`src/rtl/siso_tx_ctrl.sv`:
```
// Serial-out transmit controller: loads a 4-bit word, shifts it LSB first on O with an SH strobe.
// Optional even-parity trailer bit when SISO_PARITY_EN is defined.
module siso_tx_ctrl #(
  parameter int GAP = 0
) (
  input  logic       C,
  input  logic       nCLR,
  input  logic [3:0] D,
  input  logic       LOAD,
  output logic       RDY,
  output logic       O,
  output logic       SH,
  output logic       BUSY,
  output logic       DONE
);

  localparam int DATA_W = 4;
`ifdef SISO_PARITY_EN
  localparam int         SHADOW_W = DATA_W + 1;
  localparam logic [2:0] LAST_CNT = 3'd4;
`else
  localparam int         SHADOW_W = DATA_W;
  localparam logic [2:0] LAST_CNT = 3'd3;
`endif
  localparam logic [2:0] GAP_LAST = (GAP > 0) ? 3'(GAP - 1) : 3'd0;

  typedef enum logic [1:0] {IDLE, SHIFT, GAP_ST} state_t;

  state_t              state, stateNxt;
  logic [2:0]          cnt, cntNxt;
  logic [2:0]          gapCnt, gapCntNxt;
  logic [SHADOW_W-1:0] shadow, shadowNxt, shadowShf;
  logic                oNxt, shNxt, doneNxt;

`ifdef SISO_PARITY_EN
  function automatic logic [SHADOW_W-1:0] packWord(input logic [DATA_W-1:0] w);
    return {^w, w};
  endfunction
`else
  function automatic logic [SHADOW_W-1:0] packWord(input logic [DATA_W-1:0] w);
    return w;
  endfunction
`endif

  assign RDY  = (state == IDLE) & nCLR;
  assign BUSY = (state != IDLE);

  always_comb begin
    stateNxt  = state;
    cntNxt    = cnt;
    gapCntNxt = gapCnt;
    shadowNxt = shadow;
    shadowShf = shadow >> 1;
    oNxt      = 1'b0;
    shNxt     = 1'b0;
    doneNxt   = 1'b0;
    case (state)
      IDLE: begin
        if (LOAD) begin
          shadowNxt = packWord(D);
          oNxt      = D[0];
          shNxt     = 1'b1;
          cntNxt    = 3'd0;
          stateNxt  = SHIFT;
        end
      end
      SHIFT: begin
        // Exit only after the last bit has been visible on O for a full cycle
        if (cnt == LAST_CNT) begin
          doneNxt   = 1'b1;
          gapCntNxt = 3'd0;
          stateNxt  = (GAP > 0) ? GAP_ST : IDLE;
        end else begin
          cntNxt    = cnt + 3'd1;
          oNxt      = shadowShf[0];
          shadowNxt = shadowShf;
          shNxt     = 1'b1;
        end
      end
      GAP_ST: begin
        if (gapCnt == GAP_LAST) stateNxt = IDLE;
        else gapCntNxt = gapCnt + 3'd1;
      end
      default: stateNxt = IDLE;
    endcase
  end

  always_ff @(negedge C or negedge nCLR) begin
    if (!nCLR) begin
      state  <= IDLE;
      cnt    <= 3'd0;
      gapCnt <= 3'd0;
      shadow <= '0;
      O      <= 1'b0;
      SH     <= 1'b0;
      DONE   <= 1'b0;
    end else begin
      state  <= stateNxt;
      cnt    <= cntNxt;
      gapCnt <= gapCntNxt;
      shadow <= shadowNxt;
      O      <= oNxt;
      SH     <= shNxt;
      DONE   <= doneNxt;
    end
  end

endmodule

```
`config.mk`:
```
export PLATFORM = sky130hd
export DESIGN_NAME = siso_tx_ctrl
export DESIGN_NICKNAME = d
export VERILOG_FILES = /design/src/rtl/siso_tx_ctrl.sv
export SDC_FILE = /design/constraint.sdc
export NUM_CORES = 1
export LEC_CHECK = 0
export ABC_AREA = 1
export CORE_AREA = 2 2 39 41
export DETAILED_ROUTE_END_ITERATION = 16
export DIE_AREA = 0 0 41 43
export PLACE_DENSITY = 0.62
export SKIP_CTS_REPAIR_TIMING = 1
export SLEW_MARGIN = 10
export SYNTH_ARGS = -nofsm -noshare
export SYNTH_HDL_FRONTEND = slang
export SYNTH_SLANG_ARGS = --single-unit
```
`constraint.sdc`:
```
create_clock -name C -period 1.6 [get_ports C]
set_input_delay 0.16 -clock C [delete_from_list [all_inputs] [get_ports C]]
set_output_delay 0.16 -clock C [all_outputs]
set_load 0.005 [all_outputs]
```
# Word level (Yosys, flattened, before mapping)
# Index checks and enable logic that the tools add are counted.
# op_classes
addsub,2
mux,21
bitwise,1
eq_ne,8
n_reduce_logical,8
# op_table
operator,n
$mux W3,4
$pmux W3 S2,2
$ne A2 B2 Y1 const B,5
$reduce_and A3 Y1,3
$mux W4,2
$pmux W4 S2,1
$add A3 B1 Y3 const B,2
$mux W1,6
$mux W2,3
$pmux W2 S3,1
$reduce_bool A2 Y1,3
$pmux W1 S2,2
$eq A3 B2 Y1 const B,1
$logic_not A3 Y1,1
$eq A2 B1 Y1 const B,1
$eq A2 B2 Y1 const B,1
$logic_not A2 Y1,1
$and A1 B1 Y1,1
# word_totals
in_bits,7
ff_bits,15
wordCells,47
out_inout_bits,5

# Longest topological paths before layout
# Gate-level depths: netlist of the first run.
# logic_depth
depth_word,3
ltp_mapped,7
ltp_nobuf,7

==> results of run 1 <==
## layout make-up
| class | instances | share of cell area [%] |
|---|---|---|
| flip-flops and latches | 10 | 38.6 |
| multi-input cells | 38 | 29.3 |
| repair buffers | 14 | 18.1 |
| clock buffers | 4 | 5.60 |
| inverters | 9 | 5.21 |
| well taps | 16 | 3.09 |
## worst register-to-register path, delay by kind of cell, from the launching register on
kind | cells | cell delay [ps]
DFF | 1 | 430
adders and majority gates | 2 | 360
and+or+nand+nor | 3 | 320
buffers and inverters | 2 | 160
## flip-flops by register name, summed over array words and instances, names as in the netlist
signal and flops:
O 1, state 1, DONE 1, shadow 3, cnt 3, SH 1
## per-stage QoR
stage               setup slack, ps  setup TNS, ps
CTS                            -605          -2710
global placement               -289          -3490
detailed placement             -305          -3480
floorplan                      86.8              0
global route                   -251           -913
finish                         -208           -724
## logic make-up after synthesis
family                   count (synthesis)  share of synthesized area (%)
flip-flops                              10                           54.1
AO/OA/AOI/OAI                            1                           1.08
AND/OR/NAND/NOR                         33                           29.5
buffers and inverters                    9                           7.30
adder cells (fa/ha/maj)                  3                           8.11
## power by group
part,internal (W),switching (W),total [W]
Combinational,0.000213,0.000280,0.000493
Clock,0.000138,0.0000847,0.000223
Sequential,0.000373,0.0000502,0.000423
Total,0.000724,0.000415,0.00114
## path summary, 6_finish.rpt
kind | start | end | slack, ps | cells past startpoint
setup / recovery | state[0]$_DFFE_NN0P_ | RDY | -210 | 2
setup reg to reg | cnt[0]$_DFFE_NN0P_ | cnt[2]$_DFFE_NN0P_ | 180 | 7
max in group asynchronous | nCLR | cnt[0]$_DFFE_NN0P_ | 520 | 2
hold reg to reg | cnt[0]$_DFFE_NN0P_ | cnt[0]$_DFFE_NN0P_ | 440 | 3
min in group asynchronous | nCLR | shadow[1]$_DFFE_NN0P_ | 900 | 2
hold / removal | cnt[0]$_DFFE_NN0P_ | cnt[0]$_DFFE_NN0P_ | 440 | 3
## layer usage
layer	global-route usage [%]	vias to the layer above	share of wire, %
li1	-	207	-
met1	13.5	162	45
met2	15.9	10	46
met3	9.42	2	7.8
met4	4.00	0	1.7
met5	0	-	0
## cells in the final DEF (no fill, tap or decap), drive strengths merged
master	count
nand3	6
dlymetal6s2s	2
nor2	2
o21ai	1
clkdlybuf4s50	5
clkbuf	5
nand2	26
buf	6
inv	9
dfrtn	10
ha	3
==> summary.md, run 1 <==
| Metric | Value |
|---|---|
| Status | complete, but fails checks |
| Failing checks | negative setup slack |
| Worst hold slack | between 400 and 500 ps |
| Final hold violation count | 0 |
| Most common cell in the synthesized netlist | nand2_1 |
| Drt pass-1 iters | 4 |
| Most frequent cells after synthesis | nand2_1 (23), dfrtn_1 (10), inv_1 (9) |
| Peak supply drop | between 900 and 1000 µV |
| Worst min path class | flop to flop |
| Ys Warns | 0 |
| Dpl cells | 85 |
| Cell Area, Synth | 463 µm² |
| Number of synthesized flops with an enable pin | 0 |
| Post-synth top area cell | dfrtn_1 |
| Largest stage delay on the critical path | ~420 ps |
| CP Cell Sequence | nor2_1, buf_2 |
| Distinct cells, synth | 8 |
| WP data arrival | roughly 1700 ps |
| Leading post-synthesis cells by cell area | dfrtn_1 (54%), nand2_1 (19%), ha_1 (8.1%) |
| Setup violations, final | 5 |
| Initial antenna violation count | 0 |
| Final Power | between 0.001 and 0.0015 W |
| FP Rows | 14 |
| Worst path bufs/invs | 1 |
| DRC errors left | 0 |
| Syn Area/Cell | approximately 8.3 µm² |
| Cell count after synthesis | 56 |
| Area Growth Syn to Fin | 40.0% |
| Max cap viols | 0 |
| PwrDens | ~1800 nW/µm² |
| Synth Flop Type | dfrtn_1 |
| First-pass GRT wire length | approximately 1300 µm |
| Footprint of the multi-input gates | 190 µm² |
| Placed Area | around 600 µm² |
| Synth async-reset ratio | 100% |
| Effective utilization at floorplan | 33.5% |
| Kind of critical path | flop to output pin |
| Die width | 41 µm |
| Nets | 86 |
| Leak pwr | between 0.3 and 0.4 nW |
| Via count | between 300 and 400 |
| Root buffer cell | clkbuf_4 |
| Gpl congestion | between 0.7 and 0.8 |
| Tightest Pin Transition | roughly 260 ps |
| Startpoint Class | flop |
| Largest fanout on the critical path | 3 |
| Synth top area share | between 50% and 60% |
| Worst-path clk slew | approximately 50 ps |
| Core footprint | around 1400 µm² |
| Largest net degree at the start of global routing | 11 |
| Slew margin rel. | 82.7% |
| FF/Latch Area | around 250 µm² |
| Routed wire length | approximately 820 µm |
| Layout cells sized above 1 | 18.7% |
| Clk Latency, worst-skew pair | between 200 and 300 ps |
| Wire per inst | between 9 and 10 µm |
| # fillers | ~150 |
| Util after Layout | between 40% and 50% |
| RSZ-0062 raised after global routing | yes |
| Mapped Nets | between 60 and 70 |
| Num CTS Buffers | 3 |
| Total global-route track usage | 11.7% |
| Count of pins over their slew limit | 0 |
| Port bufs | 11 |
| Max Buffers Root-to-Sink | 2 |
| CTS tree | done |
| Die ar. | approximately 1800 µm² |
| Hpwl dp | about 600 µm |
| N_diodes | 0 |
| # IOs | 12 |
| Setup Skew | 6.30 ps |
| Detailed Route Iter0 Violations | 4 |
| CP top delay family | flip-flops |
| Vias per cell | between 4 and 5 |
| CP Capture Type | output pin |
| Finished Layout Cells | 91 |
| Setup ws final | -208 ps |
| WP data required | 1440 ps |
| Clock sinks | 10 |
| H-tree depth | 1 |
| Yosys reg bits | 10 |
| Number of global-route vias before repair | 318 |
| GRT overflow | 0 |
| Sequential-to-total area share from yosys stat | a little over half |
| Slowest cell on the critical path | dfrtn_1 |
| Detail Route Antenna Nets | 0 |
| Die H | ~43 µm |
| Final Cell Area | between 600 and 700 µm² |
Note: power is estimated with default switching activity, not from simulation.
==> run 2, diff against run 1 <==
SLEW_MARGIN = unset   (was 10)
==> results of run 2 <==
Final layout, timing and power as in run 1 (identical DEF).
==> run 3, diff against run 2 <==
HOLD_SLACK_MARGIN = 0.1   (was unset)
==> results of run 3 <==
Final layout, timing and power as in run 1 (identical DEF).
